[config.mk]
export PLATFORM = sky130hd
export DESIGN_NAME = trees_batch_ctrl
export DESIGN_NICKNAME = d
export VERILOG_FILES = /design/src/rtl/trees_ctrl_pkg.sv /design/src/rtl/trees_feature_loader.sv /design/src/rtl/trees_batch_ctrl.sv
export SDC_FILE = /design/constraint.sdc
export NUM_CORES = 1
export LEC_CHECK = 0
export CORE_AREA = 2 2 155 157
export CTS_BUF_LIST = sky130_fd_sc_hd__clkbuf_8
export DETAILED_ROUTE_END_ITERATION = 16
export DIE_AREA = 0 0 157 159
export PLACE_DENSITY_LB_ADDON = 0.08
export SKIP_CTS_REPAIR_TIMING = 1
export SYNTH_ARGS = -nofsm -noshare
export SYNTH_HDL_FRONTEND = slang
export SYNTH_HIERARCHICAL = 1
export SYNTH_SLANG_ARGS = --single-unit
[constraint.sdc]
create_clock -name clk -period 5.3 [get_ports clk]
set_clock_uncertainty 0.2 [all_clocks]
set_input_delay 1.06 -clock clk [delete_from_list [all_inputs] [get_ports clk]]
set_output_delay 1.06 -clock clk [all_outputs]
set_load 0.02 [all_outputs]
[src/rtl/trees_ctrl_pkg.sv]
// rtl/trees_ctrl_pkg.sv - shared types, constants and helpers for the tree batch sequencer
package trees_ctrl_pkg;

   localparam logic BANK_PING = 1'b1;

   typedef enum logic [1:0] {L_IDLE, L_FILL, L_WAIT} load_state_t;
   typedef enum logic [1:0] {E_IDLE, E_ARM, E_RUN, E_DRAIN} exec_state_t;

   // Eight 8-bit predictions are packed per 64-bit word.
   function automatic logic [31:0] pred_words(input logic [31:0] burst_len);
      return (burst_len + 32'd7) >> 3;
   endfunction

endpackage

[src/rtl/trees_feature_loader.sv]
// rtl/trees_feature_loader.sv - streams feature words into alternating ping/pong banks
module trees_feature_loader
   import trees_ctrl_pkg::*;
#(
   parameter int WPS  = 16,
   parameter int BL_W = 14,
   parameter int NB_W = 17,
   parameter int FA_W = 17
) (
   input  logic            clk,
   input  logic            rst_n,
   input  logic            job_go,
   input  logic [BL_W-1:0] burst_len,
   input  logic [NB_W-1:0] n_batches,
   input  logic [1:0]      bank_full,
   input  logic            exec_idle,
   input  logic            s_valid,
   input  logic [63:0]     s_data,
   output logic            s_ready,
   output logic            acc_load_features,
   output logic            acc_m_ping_pong,
   output logic [FA_W-1:0] acc_feature_addr,
   output logic [63:0]     acc_features2,
   output logic [1:0]      bank_set,
   output logic            loader_idle
);

   load_state_t     state;
   logic            lb;
   logic [FA_W-1:0] wcnt;
   logic [FA_W-1:0] wpb_last;
   logic [NB_W-1:0] loaded;
   logic            hs;
   logic            last_word;

   assign wpb_last    = FA_W'(burst_len) * FA_W'(WPS) - FA_W'(1);
   assign s_ready     = (state == L_FILL) && !bank_full[lb];
   assign hs          = s_valid && s_ready;
   assign last_word   = hs && (wcnt == wpb_last);
   // Bank becomes full on the same edge that raises the final write strobe.
   assign bank_set    = last_word ? (lb ? 2'b10 : 2'b01) : 2'b00;
   assign loader_idle = (state == L_IDLE);

   always_ff @(posedge clk or negedge rst_n) begin
      if (!rst_n) begin
         state             <= L_IDLE;
         lb                <= BANK_PING;
         wcnt              <= '0;
         loaded            <= '0;
         acc_load_features <= 1'b0;
         acc_m_ping_pong   <= BANK_PING;
         acc_feature_addr  <= '0;
         acc_features2     <= '0;
      end else begin
         acc_load_features <= hs;
         if (hs) begin
            acc_m_ping_pong  <= lb;
            acc_feature_addr <= wcnt;
            acc_features2    <= s_data;
         end
         case (state)
            L_IDLE: begin
               if (job_go) begin
                  lb     <= BANK_PING;
                  wcnt   <= '0;
                  loaded <= '0;
                  state  <= L_FILL;
               end
            end
            L_FILL: begin
               if (hs) begin
                  if (last_word) begin
                     wcnt   <= '0;
                     lb     <= !lb;
                     loaded <= loaded + NB_W'(1);
                     if (loaded + NB_W'(1) == n_batches)
                        state <= L_WAIT;
                  end else begin
                     wcnt <= wcnt + FA_W'(1);
                  end
               end
            end
            L_WAIT: begin
               if (exec_idle)
                  state <= L_IDLE;
            end
            default: state <= L_IDLE;
         endcase
      end
   end

endmodule

[src/rtl/trees_batch_ctrl.sv]
// rtl/trees_batch_ctrl.sv - ping-pong batch sequencer: load, start, wait, drain predictions
module trees_batch_ctrl
   import trees_ctrl_pkg::*;
#(
   parameter int N_FEATURE   = 32,
   parameter int MAX_BURST   = 5000,
   parameter int MAX_BATCHES = 65535,
   localparam int BL_W = $clog2(MAX_BURST) + 1,
   localparam int NB_W = $clog2(MAX_BATCHES) + 1,
   localparam int FA_W = $clog2(MAX_BURST * N_FEATURE / 2),
   localparam int PA_W = $clog2(MAX_BURST) + 1
) (
   input  logic            clk,
   input  logic            rst_n,
   input  logic            job_start,
   input  logic [BL_W-1:0] cfg_burst_len,
   input  logic [NB_W-1:0] cfg_n_batches,
   output logic            job_idle,
   output logic            job_done,
   input  logic            s_valid,
   output logic            s_ready,
   input  logic [63:0]     s_data,
   output logic            acc_start,
   input  logic            acc_idle,
   input  logic            acc_done,
   output logic            acc_m_ping_pong,
   output logic            acc_e_ping_pong,
   output logic            acc_load_features,
   output logic [FA_W-1:0] acc_feature_addr,
   output logic [63:0]     acc_features2,
   output logic [BL_W-1:0] acc_burst_len,
   output logic [PA_W-1:0] acc_prediction_addr,
   input  logic [63:0]     acc_prediction,
   output logic            m_valid,
   input  logic            m_ready,
   output logic [63:0]     m_data,
   output logic            m_last
);

   exec_state_t     estate;
   logic            eb;
   logic [BL_W-1:0] burst_len;
   logic [NB_W-1:0] n_batches;
   logic [NB_W-1:0] drained;
   logic [1:0]      bank_full;
   logic [1:0]      bank_set;
   logic [1:0]      bank_clr;
   logic [PA_W-1:0] pw;
   logic            job_go;
   logic            loader_idle;
   logic            m_hs;
   logic            at_last_word;
   logic            last_batch;
   logic            drain_end;

   assign job_idle      = loader_idle && (estate == E_IDLE);
   assign job_go        = job_start && job_idle;
   assign pw            = PA_W'(pred_words(32'(burst_len)));
   assign acc_burst_len = burst_len;
   assign m_data        = acc_prediction;
   assign m_hs          = m_valid && m_ready;
   assign at_last_word  = (acc_prediction_addr == pw - PA_W'(1));
   assign last_batch    = (drained + NB_W'(1) == n_batches);
   assign drain_end     = m_hs && at_last_word;
   assign m_last        = m_valid && last_batch && at_last_word;
   assign bank_clr      = drain_end ? (eb ? 2'b10 : 2'b01) : 2'b00;

   trees_feature_loader #(
      .WPS  (N_FEATURE / 2),
      .BL_W (BL_W),
      .NB_W (NB_W),
      .FA_W (FA_W)
   ) u_loader (
      .clk               (clk),
      .rst_n             (rst_n),
      .job_go            (job_go),
      .burst_len         (burst_len),
      .n_batches         (n_batches),
      .bank_full         (bank_full),
      .exec_idle         (estate == E_IDLE),
      .s_valid           (s_valid),
      .s_data            (s_data),
      .s_ready           (s_ready),
      .acc_load_features (acc_load_features),
      .acc_m_ping_pong   (acc_m_ping_pong),
      .acc_feature_addr  (acc_feature_addr),
      .acc_features2     (acc_features2),
      .bank_set          (bank_set),
      .loader_idle       (loader_idle)
   );

   // Set and clear always target different banks, so both apply.
   always_ff @(posedge clk or negedge rst_n) begin
      if (!rst_n) begin
         bank_full <= 2'b00;
         burst_len <= '0;
         n_batches <= '0;
      end else begin
         bank_full <= (bank_full | bank_set) & ~bank_clr;
         if (job_go) begin
            burst_len <= cfg_burst_len;
            n_batches <= cfg_n_batches;
         end
      end
   end

   always_ff @(posedge clk or negedge rst_n) begin
      if (!rst_n) begin
         estate              <= E_IDLE;
         eb                  <= BANK_PING;
         drained             <= '0;
         acc_start           <= 1'b0;
         acc_e_ping_pong     <= BANK_PING;
         acc_prediction_addr <= '0;
         m_valid             <= 1'b0;
         job_done            <= 1'b0;
      end else begin
         acc_start <= 1'b0;
         job_done  <= 1'b0;
         case (estate)
            E_IDLE: begin
               if (job_go) begin
                  eb      <= BANK_PING;
                  drained <= '0;
                  estate  <= E_ARM;
               end
            end
            E_ARM: begin
               // bank_full is seen a cycle after it is set, giving the last write time to land.
               if (bank_full[eb] && acc_idle) begin
                  acc_start       <= 1'b1;
                  acc_e_ping_pong <= eb;
                  estate          <= E_RUN;
               end
            end
            E_RUN: begin
               if (acc_done) begin
                  acc_prediction_addr <= '0;
                  m_valid             <= 1'b1;
                  estate              <= E_DRAIN;
               end
            end
            E_DRAIN: begin
               if (m_hs) begin
                  if (at_last_word) begin
                     m_valid             <= 1'b0;
                     acc_prediction_addr <= '0;
                     eb                  <= !eb;
                     drained             <= drained + NB_W'(1);
                     if (last_batch) begin
                        job_done <= 1'b1;
                        estate   <= E_IDLE;
                     end else begin
                        estate <= E_ARM;
                     end
                  end else begin
                     acc_prediction_addr <= acc_prediction_addr + PA_W'(1);
                  end
               end
            end
            default: estate <= E_IDLE;
         endcase
      end
   end

endmodule

# Word level (Yosys, flattened, before mapping)
# Index checks and enable logic that the tools add are counted.
totals:
  out_inout_bits: 182
  input_bits: 166
  register_bits: 191
  word_cells: 127
classes:
  mux: 51
  eq_ne: 19
  bitwise_logic: 3
  n_reduce_logical: 26
  addsub: 7
  n_lt_le_gt_ge: 2
ops:
  columns: ["op", "count"]
  rows:
  - ["$mux W17", 7]
  - ["$pmux W17 S2", 3]
  - ["$add A17 B1 Y17 const B", 3]
  - ["$eq A17 B17 Y1", 3]
  - ["$mux W14", 3]
  - ["$pmux W14 S2", 1]
  - ["$mux W2", 13]
  - ["$mux W1", 19]
  - ["$sub A17 B1 Y17 const B", 1]
  - ["$add A14 B3 Y15 const B", 1]
  - ["$add A14 B1 Y14 const B", 1]
  - ["$eq A14 B14 Y1", 1]
  - ["$ne A2 B2 Y1 const B", 7]
  - ["$sub A12 B1 Y13 const B", 1]
  - ["$reduce_and A4 Y1", 3]
  - ["$logic_and A1 B1 Y1", 10]
  - ["$reduce_and A5 Y1", 2]
  - ["$pmux W2 S4", 1]
  - ["$eq A2 B2 Y1 const B", 3]
  - ["$ne A2 B1 Y1 const B", 3]
  - ["$pmux W1 S2", 3]
  - ["$pmux W2 S3", 1]
  - ["$reduce_and A3 Y1", 2]
  - ["$reduce_bool A2 Y1", 3]
  - ["other kinds (8)", 13]

# Logic depth before layout (Yosys ltp)
# Gate-level depths: netlist (run 1).
depth:
  word_depth: 9
  depth_mapped: 15
  ltp_nobuf: 12

# Modules after synthesis
# Netlist (run 1), hierarchy kept.
by_module_without_submodules:
  columns: ["module", "area_per_inst_um2", "cells_each", "seq_area_each_um2", "n_inst"]
  rows:
  - ["trees_feature_loader", 6038.3, 702, 3005.4, 1]
  - ["trees_batch_ctrl", 5281.3, 589, 1779.2, 1]

# Worst setup path after synthesis (run 1)
# No wires, ideal clock.
synth_path:
  path_kind: "flip-flop to output port"
  from: "reg burst_len[2], in the netlist acc_burst_len[2]"
  to: "out m_last"
  path_slack_ns: 0.858
  path_stages_with_launch: 13
  required_ns: 4.040
  arrival_time_ns: 3.182
  path_cell_list: "dfrtp_1 > or3_1 > nand2_1 > xor2_1 > ha_1 > clkbuf_1 > nor4b_1 > nand4_1 > mux2i_1 > nor4b_1 > nand3_1 > a21oi_1 > and3_1"
synth_via:
  elab_chain_len: 4
synth_rtl:
  columns: ["item", "line_no", "rtl"]
  rows:
  - ["start, declared", "trees_batch_ctrl.sv:42", "logic [BL_W-1:0] burst_len;"]
  - ["start signal, assigned", "trees_batch_ctrl.sv:101", "burst_len <= cfg_burst_len;"]
  - ["$add A14 B3 Y15", "trees_ctrl_pkg.sv:11", "return (burst_len + 32'd7) >> 3;"]
  - ["$sub A12 B1 Y13", "trees_batch_ctrl.sv:62", "assign at_last_word = (acc_prediction_addr == pw - PA_W'(1));"]
  - ["$eq A14 B14 Y1", "trees_batch_ctrl.sv:62", null]
  - ["$logic_and A1 B1 Y1", "trees_batch_ctrl.sv:65", "assign m_last = m_valid && last_batch && at_last_word;"]
  - ["end, declared", "trees_batch_ctrl.sv:37", "output logic m_last"]
# Every way passes these cells.

# Worst setup path in the final report (run 1)
layout_path:
  from: "reg burst_len[1], in the netlist acc_burst_len[1]"
  to: "out m_last"
# The elaborated chain is that of the path after synthesis.

==> flow_metrics.env, run 1 <==
export IMPL_clock_latency_ns=0.48
export IMPL_root_buffer="clkbuf_8"
export IMPL_worst_path_max_delay_cell="or4b_1"
export IMPL_initialDrtViolationCount=665
export IMPL_outcome="complete, no violations"
export IMPL_clk_pin_slew_ns=0.11
export IMPL_via_per_inst=5.55
export IMPL_ff2ff_path_depth=10
export IMPL_instances_no_fill=1743
export IMPL_synth_warnings=6
export IMPL_synth_top_cell_area_share_pct=41.3
export IMPL_fp_coreArea_um2=23200
export IMPL_muxShareOfSynthArea_pct=5.00
export IMPL_cts_htree_levels=4
export IMPL_powerDensity_nw_per_um2=221
export IMPL_final_min_clock_period_ns=5.02
export IMPL_die_area_um2=25000
export IMPL_overflow=0
export IMPL_synth_area_per_cell_um2=8.77
export IMPL_critical_path_max_fanout=9
export IMPL_grt_max_degree=121
export IMPL_via_count=9667
export IMPL_synth_compound_area_share_pct=10.8
export IMPL_synthToLayoutAreaGrowth_pct=21.7
export IMPL_first_pass_iters=5
export IMPL_max_freq_mhz=199
export IMPL_ant_nets=0
export IMPL_routedWlPerCell_um=17.3
export IMPL_finalHoldViolations=0
export IMPL_synth_area_um2=11300
export IMPL_fin_crit_sh_pct=94.7
export IMPL_cts_buffer_depth=2
export IMPL_yosys_area_share_simple_pct=26.1
export IMPL_end_kind="output port"
export IMPL_ys_async_sr_fraction_pct=100
export IMPL_p_total_mw=3.04
export IMPL_crit_chain="or3_1 -> nand2_1 -> xor2_1 -> ha_4 -> or4b_1 -> nor3_1 -> o21ai_0 -> a211oi_2 -> nand3_1 -> a21oi_1 -> and3_1 -> dlymetal6s2s_1"
export IMPL_synth_seq_cells=191
export IMPL_min_path_type="flip-flop to flip-flop"
export IMPL_synth_fp_nets=1467
export IMPL_grtUsageTotal_pct=24.5
export IMPL_antenna_found_initial=0
export IMPL_grt_pass1_vias=9560
export IMPL_synth_edff_count=0
export IMPL_die_x_um=157
export IMPL_yosysTopAreaCell="dfrtp_1"
export IMPL_netlist_instances=1291
export IMPL_synth_xor_xnor_area_share_pct=6.97
export IMPL_required_ns=4.04
export IMPL_numCtsBuffers=17
export IMPL_place_ws_ns=0.344
export IMPL_vdd_drop_max_mv=0.187
export IMPL_critPathMaxStageDelay_ns=0.50
export IMPL_insertedDiodeCount=0
export IMPL_setup_viol=0
export IMPL_die_h_um=159
export IMPL_ios=348
export IMPL_p_leak_nw=6.18
export IMPL_tightest_slew_ns=1.05
export IMPL_startpoint_type="flip-flop"
export IMPL_final_nets=1587
export IMPL_cap_violations=0
export IMPL_setup_tns_ns=0
export IMPL_holdWs_ns=0.281
export IMPL_n_fill_cell=2085
export IMPL_drive_gt1_share_pct=8.50
export IMPL_slew_violations=0
export IMPL_drc=0
export IMPL_relSlewSlack_pct=27.9
export IMPL_synth_area_leaders="dfrtp_1 (41%), nand2_1 (9.7%), buf_4 (4.2%)"
export IMPL_place_hpwl_um=21300
export IMPL_rows=56
export IMPL_timing_hold_worst_path_depth=2
export IMPL_timing_final_ws_setup_ns=0.282
export IMPL_dp_cells=1711
export IMPL_ys_seq_area_share_pct=42.3
export IMPL_synth_fa_ha_area_share_pct=1.11
export IMPL_cts_num_sinks=191
export IMPL_synth_top_family_by_area="simple AND/OR/NAND/NOR gates"
export IMPL_cp_arrival_ns=3.76
export IMPL_rsz0062_at_grt="false"
export IMPL_grt_pass1_wl_um=49500
export IMPL_wl_um=30100
export IMPL_synth_main_ff_cell="dfrtp_1"
export IMPL_place_congestion=0.933
export IMPL_criticalPathCategory="flip-flop to output port"
export IMPL_initial_core_util_pct=48.8
export IMPL_ys_types=81
export IMPL_io_buffers=219
export IMPL_tritoncts="yes"
## routing by layer
metal  GRT usage (%)  wire (um)
met1            32.8      13600
met2            40.0      14300
met3            5.69       1740
met4            6.80        505
met5               0          0
## final cells by class
class                      instances  area (um^2)  area share [%]
clock buffer                      17          234            1.70
sequential                       191         4780            34.7
multi-input combinational        934         5690            41.3
timing repair buffer             243         2380            17.3
inverter                          24         91.3           0.663
tap                              319          399            2.90
clock inverter                    15          200            1.45
## worst paths after layout
check | slack (ns) | from | endpoint
max in group asynchronous | 3.31 | rst_n | eb
setup reg to reg | 1.16 | acc_burst_len[0] | u_loader/loaded[8]
hold / removal | 0.28 | u_loader/acc_features2[10] | u_loader/acc_features2[10]
setup / recovery | 0.28 | acc_burst_len[1] | m_last
hold reg to reg | 0.28 | u_loader/acc_features2[10] | u_loader/acc_features2[10]
min in group asynchronous | 0.48 | rst_n | u_loader/loaded[3]
## worst max-delay path: cells and delay by family, from the launching register on
family | cells | cell delay [ns]
fa+ha+maj | 1 | 0.24
flops | 1 | 0.39
xor+xnor | 1 | 0.25
buf+inv | 1 | 0.22
compound gates | 3 | 0.63
simple gates | 6 | 1.55
## cells in the mapped netlist (14+ instances only)
| cell type | instances |
|---|---|
| a21o_1 | 14 |
| nor2_1 | 51 |
| inv_1 | 22 |
| nor3_1 | 45 |
| xor2_1 | 32 |
| nand4_1 | 21 |
| mux2i_1 | 16 |
| or4_1 | 14 |
| nand3_1 | 61 |
| a21oi_1 | 21 |
| dfrtp_1 | 187 |
| buf_4 | 64 |
| nand2_1 | 292 |
| xnor2_1 | 53 |
| mux2_2 | 36 |
| o21ai_0 | 45 |
| clkbuf_1 | 57 |
| nor4_1 | 19 |
| and3_1 | 24 |
## cells by family (layout without fill, tap and decap cells)
family          Yosys count  count (layout)
compound gates          174             174
fa+ha+maj                10              10
flops                   191             191
simple gates            611             611
buf+inv                 166             299
xor+xnor                 87              87
mux                      52              52
## placed cells by master, fill, tap and decap left out, types with 7 or more instances in the layout
| master | count |
|---|---|
| a21o_1 | 14 |
| or3_1 | 10 |
| nand4_1 | 21 |
| and3_1 | 24 |
| ha_1 | 9 |
| nor3_1 | 45 |
| xor2_1 | 32 |
| o2bb2ai_1 | 8 |
| o211ai_1 | 11 |
| clkbuf_8 | 18 |
| nand2_1 | 292 |
| a21oi_1 | 21 |
| dfrtp_1 | 187 |
| clkdlybuf4s50_1 | 217 |
| inv_1 | 22 |
| nand3_1 | 60 |
| nor4_1 | 19 |
| a31oi_1 | 10 |
| or4_1 | 14 |
| nor2b_1 | 12 |
| mux2_2 | 36 |
| and2_1 | 9 |
| o21ai_0 | 45 |
| and4_1 | 7 |
| buf_4 | 24 |
| nor2_1 | 51 |
| xnor2_1 | 53 |
| mux2i_1 | 16 |
## power by group
group	internal, mW	switching, mW
Sequential	1.53	0.0538
Combinational	0.199	0.206
Clock	0.446	0.612
Total	2.17	0.871
## registers in the layout, summed over array words and instances (netlist names), 2 cells and up
| signal | count |
|---|---|
| u_loader/acc_features2 | 64 |
| u_loader/state | 2 |
| estate | 2 |
| bank_full | 2 |
| u_loader/acc_feature_addr | 17 |
| u_loader/wcnt | 17 |
| u_loader/loaded | 17 |
| n_batches | 17 |
| acc_prediction_addr | 14 |
| drained | 17 |
| acc_burst_len | 14 |
## metrics by stage
stage               util, %  instance area, um^2
floorplan                 -                11300
global placement       57.4                13300
detailed placement     57.4                13300
CTS                    59.3                13800
global route           59.4                13800
finish                 59.4                13800
Power figures use the tool's default switching activity.
==> inputs of run 2 (changes only) <==
- TNS_END_PERCENT: not set -> 20
==> results of run 2 <==
The final DEF is identical to that of run 1; final timing and power are the same.
==> edit, RTL diff (config.mk and constraints of run 2) <==
`N_FEATURE`: 32 -> 64.
--- a/src/rtl/trees_batch_ctrl.sv
+++ b/src/rtl/trees_batch_ctrl.sv
@@ -2,7 +2,7 @@
 module trees_batch_ctrl
    import trees_ctrl_pkg::*;
 #(
-   parameter int N_FEATURE   = 32,
+   parameter int N_FEATURE   = 64,
    parameter int MAX_BURST   = 5000,
    parameter int MAX_BATCHES = 65535,
    localparam int BL_W = $clog2(MAX_BURST) + 1,
Interface: changed (resized acc_feature_addr); port bits go from 348 to 349. The function was not compared with the original's and may differ.
==> edit against run 2 <==
  * Synthesized area up 0.77%
  * Critical endpoint unchanged
  * Routed wire length down 2.1%
  * Sequential share of layout area up 0.29 points
  * Setup slack better by 0.11 ns
  * Sequential cell count up 2
  * Die area unchanged
  * Cell area up 0.21%
  * Critical path type unchanged
Power is not compared: it rests on default switching activity, and its combinational part moved more than twofold at a synthesized area within 25%.
==> edit: results (changes against run 2) <==
Outcome
  – Outcome: finished clean (unchanged)

Route
  – Met1 WL: 12900 um (was 13600 um)
  – Via density: 5.52 (was 5.55)
  – Detailed Route Iter0 Violations: 652 (was 665)
  – WL final: 29500 um (was 30100 um)
  – Met2 routed WL: 14400 um (was 14300 um)
  – WL met3: 1590 um (was 1740 um)

Global routing
  – Largest net degree at the start of global routing: 100 (was 121)
  – Vias in the first global route: 9238 (was 9560)
  – All-Layer GR Usage: 23.8% (was 24.5%)

CTS
  – Root Driver: clkbuf_8 (unchanged)
  – Worst-path clk slew: 0.11 ns (about the same)

Critical path
  – Critical Path Fanout Max: 8 (was 9)
  – Critical R2R Launch: acc_burst_len[1] (was acc_burst_len[0])
  – CP arrival: 3.65 ns (was 3.76 ns)

Timing
  – Tightest Pin Transition: 0.946 ns (was 1.05 ns)

Place
  – Gpl congestion: 0.913 (was 0.933)
  – Placement Setup Slack: 0.466 ns (was 0.344 ns)
  – Placed cell areas: 13400 sq um (was 13300 sq um)
  – I/O Buffers: 220 (was 219)
  – Post-DP HPWL: 20700 um (was 21300 um)

Cells and area
  – Layout cells sized above 1: 8.54% (was 8.50%)

Power and ir drop
  – VDD IR-drop max: 209 uV

Yosys
  – Mapped Nets: 1469 (was 1467)
  – Area share of fa/ha/maj cells after synthesis: 1.10% (was 1.11%)
  – Compound-gate portion of the synthesized area: 10.3% (was 10.8%)
  – Synth area leaders: dfrtp_1 (41%), nand2_1 (10%), xnor2_1 (4.6%), buf_4 (4.3%), mux2_2 (3.7%) (was dfrtp_1 (41%), nand2_1 (9.7%), buf_4 (4.2%), xnor2_1 (4.1%), mux2_2 (3.6%))
  – Post-Synth XOR/XNOR Area: 8.39% (was 6.97%)
  – Synth top cells by count: nand2_1 (313), dfrtp_1 (189), nor2_1 (67) (was nand2_1 (292), dfrtp_1 (187), buf_4 (64))
  – Mux cell area share after synthesis: 4.27% (was 5.00%)
  – Synth unique cells: 85 (was 81)
  – Post-synthesis sequential area ratio: 42.4% (was 42.3%)

Hold path
  – Worst hold path type: reg -> reg (unchanged)
  – Min-delay src: u_loader/acc_features2[28] (was u_loader/acc_features2[10])
edit: kinds of logic after synthesis:
kind of cell / count (synthesis)
DFF: 193
and+or+nand+nor: 618
xor gates and xnor gates: 103
AOI/OAI and AO/OA: 163
adders and majority gates: 10
buffers and inverters: 162
muxes: 44
edit: area by class of cell:
type | instances | area [sq um]
Fill cell | 2054 | 9390
Multi-Input combinational cell | 938 | 5700
Sequential cell | 193 | 4830
Timing Repair Buffer | 240 | 2370
Tap cell | 319 | 399
Clock buffer | 17 | 234
Clock inverter | 15 | 165
Inverter | 26 | 97.6
edit: power breakdown:
part / total [uW] / switching (uW) / internal, uW
Combinational: 3140 / 1710 / 1430
Clock: 975 / 619 / 357
Sequential: 2350 / 489 / 1860
Total: 6460 / 2820 / 3650
edit: through the flow:
step,utilization (%),std cells
detailed placement,57.7,1714
CTS,59.4,1746
floorplan,-,1293
finish,59.5,1748
global placement,57.7,1714
global route,59.5,1748
edit: worst max-delay path, cell delays in order (launching register included):
cell and delay [ns]:
dfrtp_1 0.40, or3_1 0.40, nand2_1 0.10, xor2_1 0.17
ha_2 0.29, or4b_1 0.51, nor3_1 0.23, o21ai_0 0.17
a211oi_2 0.23, nand3_1 0.12, a21oi_1 0.16, and3_1 0.17
dlymetal6s2s_1 0.23
edit: final timing paths:
kind	endpoint	cells past startpoint	slack [ns]
worst min register to register	u_loader/acc_features2[28]	2	0.28
worst max register to register	m_valid	12	1.18
min in group asynchronous	u_loader/acc_features2[48]	1	0.43
worst max-delay path	m_last	12	0.39
max in group asynchronous	acc_burst_len[5]	2	3.45
worst min-delay path	u_loader/acc_features2[28]	2	0.28
edit: routing by layer:
metal | track usage [%] | vias to the layer above
li1 | - | 4642
met1 | 31.8 | 4621
met2 | 39.0 | 327
met3 | 4.41 | 59
met4 | 7.76 | 0
met5 | 0 | -
